<file path="config.mk">
export PLATFORM = sky130hd
export DESIGN_NAME = uart_rx_os_flat
export DESIGN_NICKNAME = d
export VERILOG_FILES = /design/src/rtl/uart_pkg.sv /design/src/rtl/uart_rx_os_if.sv /design/src/rtl/uart_os_tick.sv /design/src/rtl/uart_rx_os.sv /design/src/flat_wrapper.sv
export SDC_FILE = /design/constraint.sdc
export NUM_CORES = 1
export LEC_CHECK = 0
export ABC_AREA = 0
export CORE_MARGIN = 3
export CORE_UTILIZATION = 40
export CTS_CLUSTER_SIZE = 24
export DETAILED_ROUTE_END_ITERATION = 6
export DONT_BUFFER_PORTS = 1
export PLACE_DENSITY_LB_ADDON = 0.08
export SYNTH_ARGS = -nofsm -noshare
export SYNTH_HDL_FRONTEND = slang
export SYNTH_HIERARCHICAL = 1
export SYNTH_SLANG_ARGS = --single-unit
</file>
<file path="constraint.sdc">
create_clock -name clk -period 2.4 [get_ports clk]
set_input_delay 0.36 -clock clk [delete_from_list [all_inputs] [get_ports clk]]
set_output_delay 0.36 -clock clk [all_outputs]
set_load 0.02 [all_outputs]
</file>
<file path="src/rtl/uart_pkg.sv">
// Shared UART definitions: state encoding and default frame geometry,
// used by both the transmitter and the oversampling receiver.
package uart_pkg;

    typedef enum logic [2:0] {
        IDLE   = 3'd0,
        START  = 3'd1,
        DATA   = 3'd2,
        PARITY = 3'd3,
        STOP   = 3'd4
    } state_t;

    localparam int OS_RATE_DEF   = 16;
    localparam int DATA_BITS_DEF = 8;

endpackage

</file>
<file path="src/rtl/uart_rx_os_if.sv">
// Byte-side bus of the oversampling UART receiver (parity_err present only
// when UART_RX_PARITY_EN is defined).
interface uart_rx_os_if
    import uart_pkg::*;
#(
    parameter int DATA_BITS = DATA_BITS_DEF
);
    // Handshake: there is no ready. rx_valid, frame_err and parity_err are
    // single-cycle pulses, at most one high at a time; rx_data changes only
    // together with rx_valid and the consumer must take it in that cycle.
    logic                 rx_serial;
    logic [DATA_BITS-1:0] rx_data;
    logic                 rx_valid;
    logic                 frame_err;
    logic                 busy;
    state_t               state;
`ifdef UART_RX_PARITY_EN
    logic                 parity_err;
`endif

    modport master (
        input  rx_serial,
        output rx_data, rx_valid, frame_err, busy, state
`ifdef UART_RX_PARITY_EN
        , parity_err
`endif
    );

    modport slave (
        output rx_serial,
        input  rx_data, rx_valid, frame_err, busy, state
`ifdef UART_RX_PARITY_EN
        , parity_err
`endif
    );

endinterface

</file>
<file path="src/rtl/uart_os_tick.sv">
// Free-running CLK_DIV prescaler producing a one-cycle oversample tick.
module uart_os_tick #(
    parameter int CLK_DIV = 4
) (
    input  logic clk,
    input  logic rst,
    output logic tick
);
    localparam int PW = (CLK_DIV > 1) ? $clog2(CLK_DIV) : 1;
    localparam logic [PW-1:0] LAST = PW'(CLK_DIV - 1);

    logic [PW-1:0] cnt;

    always_ff @(posedge clk or posedge rst) begin
        if (rst) begin
            cnt <= '0;
        end else if (cnt == LAST) begin
            cnt <= '0;
        end else begin
            cnt <= cnt + 1'b1;
        end
    end

    assign tick = (cnt == LAST);

endmodule

</file>
<file path="src/rtl/uart_rx_os.sv">
// Oversampling UART receiver: 8N1, or 8E1 when UART_RX_PARITY_EN is defined.
// Samples each bit at mid-bit and pulses rx_valid / frame_err per frame.
import uart_pkg::*;

module uart_rx_os #(
    parameter int CLK_DIV   = 4,
    parameter int OS_RATE   = OS_RATE_DEF,
    parameter int DATA_BITS = DATA_BITS_DEF
) (
    input  logic          clk,
    input  logic          rst,
    uart_rx_os_if.master  bus
);
    localparam int OS_W = $clog2(OS_RATE);
    localparam int BC_W = (DATA_BITS > 1) ? $clog2(DATA_BITS) : 1;
    localparam logic [OS_W-1:0] OS_HALF  = OS_W'(OS_RATE / 2 - 1);
    localparam logic [OS_W-1:0] OS_LAST  = OS_W'(OS_RATE - 1);
    localparam logic [BC_W-1:0] BIT_LAST = BC_W'(DATA_BITS - 1);

    logic sync1, rxs, tick;

    state_t               state, state_nxt;
    logic [OS_W-1:0]      os_cnt, os_nxt;
    logic [BC_W-1:0]      bit_cnt, bit_nxt;
    logic [DATA_BITS-1:0] shreg, sh_nxt, data_q, data_nxt;
    logic                 armed, armed_nxt;
    logic                 valid_q, valid_nxt, ferr_q, ferr_nxt;
`ifdef UART_RX_PARITY_EN
    logic                 par_q, par_nxt, perr_q, perr_nxt;
`endif

    uart_os_tick #(.CLK_DIV(CLK_DIV)) u_tick (
        .clk  (clk),
        .rst  (rst),
        .tick (tick)
    );

    // Synchronizer resets to the idle line level so reset never looks like a start bit.
    always_ff @(posedge clk or posedge rst) begin
        if (rst) begin
            sync1 <= 1'b1;
            rxs   <= 1'b1;
        end else begin
            sync1 <= bus.rx_serial;
            rxs   <= sync1;
        end
    end

    always_ff @(posedge clk or posedge rst) begin
        if (rst) begin
            state   <= IDLE;
            os_cnt  <= '0;
            bit_cnt <= '0;
            shreg   <= '0;
            data_q  <= '0;
            armed   <= 1'b1;
            valid_q <= 1'b0;
            ferr_q  <= 1'b0;
`ifdef UART_RX_PARITY_EN
            par_q   <= 1'b0;
            perr_q  <= 1'b0;
`endif
        end else begin
            state   <= state_nxt;
            os_cnt  <= os_nxt;
            bit_cnt <= bit_nxt;
            shreg   <= sh_nxt;
            data_q  <= data_nxt;
            armed   <= armed_nxt;
            valid_q <= valid_nxt;
            ferr_q  <= ferr_nxt;
`ifdef UART_RX_PARITY_EN
            par_q   <= par_nxt;
            perr_q  <= perr_nxt;
`endif
        end
    end

    always_comb begin
        state_nxt = state;
        os_nxt    = os_cnt;
        bit_nxt   = bit_cnt;
        sh_nxt    = shreg;
        data_nxt  = data_q;
        armed_nxt = armed;
        valid_nxt = 1'b0;
        ferr_nxt  = 1'b0;
`ifdef UART_RX_PARITY_EN
        par_nxt   = par_q;
        perr_nxt  = 1'b0;
`endif
        if (tick) begin
            case (state)
                IDLE: begin
                    if (rxs) armed_nxt = 1'b1;
                    if (armed && !rxs) begin
                        state_nxt = START;
                        os_nxt    = '0;
                    end
                end
                START: begin
                    if (os_cnt == OS_HALF) begin
                        os_nxt    = '0;
                        bit_nxt   = '0;
                        state_nxt = rxs ? IDLE : DATA;
                    end else begin
                        os_nxt = os_cnt + 1'b1;
                    end
                end
                DATA: begin
                    if (os_cnt == OS_LAST) begin
                        os_nxt = '0;
                        sh_nxt = {rxs, shreg[DATA_BITS-1:1]};
                        if (bit_cnt == BIT_LAST) begin
`ifdef UART_RX_PARITY_EN
                            state_nxt = PARITY;
`else
                            state_nxt = STOP;
`endif
                        end else begin
                            bit_nxt = bit_cnt + 1'b1;
                        end
                    end else begin
                        os_nxt = os_cnt + 1'b1;
                    end
                end
`ifdef UART_RX_PARITY_EN
                PARITY: begin
                    if (os_cnt == OS_LAST) begin
                        os_nxt    = '0;
                        par_nxt   = rxs;
                        state_nxt = STOP;
                    end else begin
                        os_nxt = os_cnt + 1'b1;
                    end
                end
`endif
                STOP: begin
                    // Leave at mid-stop-bit so a zero-gap next start edge is not missed.
                    if (os_cnt == OS_LAST) begin
                        os_nxt    = '0;
                        state_nxt = IDLE;
                        if (!rxs) begin
                            ferr_nxt  = 1'b1;
                            armed_nxt = 1'b0;
`ifdef UART_RX_PARITY_EN
                        end else if (^{shreg, par_q}) begin
                            perr_nxt = 1'b1;
`endif
                        end else begin
                            valid_nxt = 1'b1;
                            data_nxt  = shreg;
                        end
                    end else begin
                        os_nxt = os_cnt + 1'b1;
                    end
                end
                default: state_nxt = IDLE;
            endcase
        end
    end

    assign bus.rx_data   = data_q;
    assign bus.rx_valid  = valid_q;
    assign bus.frame_err = ferr_q;
    assign bus.busy      = (state != IDLE);
    assign bus.state     = state;
`ifdef UART_RX_PARITY_EN
    assign bus.parity_err = perr_q;
`endif

endmodule

</file>
<file path="src/flat_wrapper.sv">
// flat-port wrapper written by rule: the top's interface ports become plain ports
module uart_rx_os_flat 
#(
    parameter int CLK_DIV   = 4,
    parameter int OS_RATE   = OS_RATE_DEF,
    parameter int DATA_BITS = DATA_BITS_DEF
)
  (clk, rst, bus_rx_serial, bus_rx_data, bus_rx_valid, bus_frame_err, bus_busy, bus_state);
  uart_rx_os_if #(.DATA_BITS(DATA_BITS)) bus_i ();
  input  logic clk;
  input  logic rst;
  input wire logic [$bits(bus_i.rx_serial)-1:0] bus_rx_serial;
  output wire logic [$bits(bus_i.rx_data)-1:0] bus_rx_data;
  output wire logic [$bits(bus_i.rx_valid)-1:0] bus_rx_valid;
  output wire logic [$bits(bus_i.frame_err)-1:0] bus_frame_err;
  output wire logic [$bits(bus_i.busy)-1:0] bus_busy;
  output wire logic [$bits(bus_i.state)-1:0] bus_state;
  assign bus_i.rx_serial = bus_rx_serial;
  assign bus_rx_data = bus_i.rx_data;
  assign bus_rx_valid = bus_i.rx_valid;
  assign bus_frame_err = bus_i.frame_err;
  assign bus_busy = bus_i.busy;
  assign bus_state = bus_i.state;
  uart_rx_os #(.CLK_DIV(CLK_DIV), .OS_RATE(OS_RATE), .DATA_BITS(DATA_BITS)) u_core (.clk(clk), .rst(rst), .bus(bus_i));
endmodule
</file>
==> impl_metrics.yaml <==
clock_network:
  cts_resized: 0
  tritoncts: "built"
  clk_path_buf_depth: 2
  hold_buffers: 1
  clkTransAtPathRegs_ns: 0.07
  postCtsSetupBuffers: 0
  numClockSinks: 33
  cts_htree_levels: 2
  clk_latency_ns: 0.28
  cts_inserted_buffers: 5
  cts_root_buf: "clkbuf_8"
critical_path:
  cp-start-kind: "flip-flop"
  slowest_delay_ns: 0.60
  cp.arrival_ns: 2.16
  critical_path.cell_chain: "nor2_1 -> nand2_1 -> or3_1 -> mux2_4"
  required_ns: 2.57
  rrSetupSlack_ns: 0.40
  setup.worst_path.class: "flip-flop to flip-flop"
  critPathTopFamily: "simple AND/OR/NAND/NOR gates"
  worstPathBufferInverterCount: 0
  crit_path_max_fanout: 13
  timing.rr.end: "u_core/bus.rx_data[5]$_DFFE_PP0P_"
  r2r_cells: 4
  r2r-start: "u_core/bus.state[0]$_DFFE_PP0P_"
  crit_path_end_kind: "flip-flop"
  slowest_stage: "dfrtp_1"
floorplanning:
  die_x_microns: 67.9
  core_sq_um: 3520
  std_cell_rows: 21
  initial_utilization_pct: 43.5
  io_pins: 17
  die_h_microns: 67.9
  dieArea_sq_um: 4610
drt:
  avgRoutedWirePerCell_microns: 15.3
  vias: 938
  finalWirelength_microns: 2670
  wl_met2_microns: 1170
  wl_met3_microns: 146
  top_layer_used: "met4"
  ant_nets: 0
  vias_per_cell: 5.36
  dr.first_iter.drc_count: 37
  wl_met1_microns: 1310
  drc: 0
  drtPass1Iterations: 4
timing:
  max_slew_margin_pct: 60.9
  layout_min_cycle_time_ns: 2.00
  tns_ns: 0
  rsz0062_at_grt: "false"
  hold_viol: 0
  setup_viol: 0
  worst_pin_slew_ns: 0.586
  period_share_pct: 83.2
  setup_ws_ns: 0.404
  timing.fmax_mhz: 501
  fin_skew_ns: 0.00533
  drv_slew: 0
hold_path:
  hold_class: "primary input to async pin"
final_layout:
  drive_gt1_share_pct: 28.7
  fin_nets: 135
  syn_to_final_growth_pct: 11.8
  antenna_cells: 0
  stdcell_area_sq_um: 1710
synthesis:
  synth_top_area_share_pct: 49.0
  synth_seq_area_share_pct: 54.1
  synth_nets: 129
  synthMuxAreaShare_pct: 16.5
  ys_types: 36
  avgSynthCellArea_sq_um: 12.6
  yosys-top-cells-area: "dfrtp_1 49%, mux2_4 7.8%, mux2_2 6.6%"
  synth_top_family_by_area: "multiplexers"
  yosys.area.top_type: "dfrtp_1"
  synth_compound_area_share_pct: 9.22
  synthArstFlopShare_pct: 100
  ys_top_cells_by_count: "30 x dfrtp_1, 13 x inv_1, 9 x mux2_2, 8 x mux2_4"
  yosys.cell_count.top_type: "dfrtp_1"
  synthFlopType: "dfrtp_1"
  synthXorXnorAreaFrac_pct: 0.571
  synth_edf_count: 0
  synthAdderAreaFrac_pct: 3.92
  yosys_warnings: 6
  ys_seq_elements: 33
  syn_area_sq_um: 1530
  synth-simple-area-share_pct: 10.2
  synthCells: 122
grt:
  grt_max_degree: 32
  grt_overflow: 0
  grt_first_pass_wirelength_microns: 4710
  grt_antenna_before_repair: 0
  track_usage_pct: 14.1
  grt_pass1_vias: 947
flow_run:
  cap_viol_max_count: 0
placed_design:
  postPlaceCellArea_sq_um: 1570
  io_buffers: 0
  gp_congestion: 0.773
  dp.final_hpwl_microns: 1850
  preCtsSetupSlack_ns: 0.413
status:
  status: "complete, no violations"
pwr:
  p_leak_uw: 0.000810
  cellPowerDensity_nw_per_um2: 907
  irDropWorstVdd_mv: 0.409
[flip-flops by register name, indices dropped and copies added (netlist names)]
signal / flops
u_core/bus.rx_valid: 1
u_core/rxs: 1
u_core/shreg: 8
u_core/os_cnt: 4
u_core/bit_cnt: 3
u_core/bus.state: 3
u_core/sync1: 1
u_core/bus.frame_err: 1
u_core/u_tick/cnt: 2
u_core/bus.rx_data: 8
u_core/armed: 1
[worst reg2reg max path: stages, from the launching register on]
cell and delay, ns:
dfrtp_1 0.60, nor2_1 0.23, nand2_1 0.09, or3_1 0.58, mux2_4 0.39
[per-stage QoR]
stage               power, uW  std cells  util [%]  hold slack [ns]
CTS                      1570        175      48.7           0.0510
detailed placement        941        166      44.6            0.109
floorplan                 897        122         -            0.101
finish                   1560        175      48.7           0.0408
global placement          939        166      44.6            0.103
global route             1660        175      48.7           0.0503
[placed cells by master (no fill, tap or decap)]
cell,instances
a211oi_2,2
a21boi_1,1
a21o_1,1
a21oi_1,3
a311oi_1,1
a31oi_1,1
and2_4,1
buf_4,2
bufinv_16,2
clkbuf_8,5
clkinv_2,1
dfrtp_1,30
dfstp_2,3
dlygate4sd3_1,1
ha_1,4
inv_1,13
maj3_1,1
mux2_1,1
mux2_2,9
mux2_4,8
mux2i_1,2
nand2_1,6
nand2b_1,2
nand3_1,3
nand3_4,1
nor2_1,5
nor2_2,1
nor3_1,3
nor3_2,1
nor3_4,1
nor3b_1,1
o21ai_0,6
o221ai_1,1
o22ai_1,1
o2bb2ai_1,1
o41ai_1,2
or3_1,1
xor2_1,1
[cell families (layout without fill, tap and decap cells)]
group | count (synthesis) | count (layout)
buffers and inverters | 17 | 24
multiplexers | 20 | 20
adder cells (fa/ha/maj) | 5 | 5
flip-flops | 33 | 33
AO/OA/AOI/OAI | 20 | 20
AND/OR/NAND/NOR | 26 | 26
XOR/XNOR | 1 | 1
[power by group]
part | total, uW | switching [uW] | internal (uW)
sequential | 690 | 88.6 | 601
clock | 621 | 208 | 413
combinational | 245 | 150 | 95.3
total | 1560 | 447 | 1110
[worst max-delay path by stage]
stage,depth (start not counted),endpoint,slack (ns),from
CTS,4,u_core/bus.rx_data[5]$_DFFE_PP0P_,0.38,u_core/bus.state[0]$_DFFE_PP0P_
detailed placement,4,u_core/bus.rx_data[6]$_DFFE_PP0P_,0.41,u_core/bus.state[0]$_DFFE_PP0P_
finish,4,u_core/bus.rx_data[5]$_DFFE_PP0P_,0.40,u_core/bus.state[0]$_DFFE_PP0P_
floorplan,5,u_core/bit_cnt[0]$_DFFE_PP0P_,0.66,u_core/bus.state[0]$_DFFE_PP0P_
global placement,4,u_core/bus.rx_data[6]$_DFFE_PP0P_,0.46,u_core/bus.state[0]$_DFFE_PP0P_
global route,4,u_core/bit_cnt[0]$_DFFE_PP0P_,0.29,u_core/bus.state[0]$_DFFE_PP0P_
[layer usage]
metal	up-vias	global-route usage [%]
met1	479	19.3
met5	-	0
li1	434	-
met4	0	6.70
met2	21	19.1
met3	4	5.75
[layout make-up]
cell class                      instances  area [sq um]
Clock buffer                            5          68.8
Sequential cell                        33           830
Fill cell                             331          1810
Tap cell                               46          57.6
Timing Repair Buffer                    3          25.0
Multi-Input combinational cell         72           619
Inverter                               13          48.8
Clock inverter                          3          65.1
No activity file was read; power rests on OpenSTA's default activity.
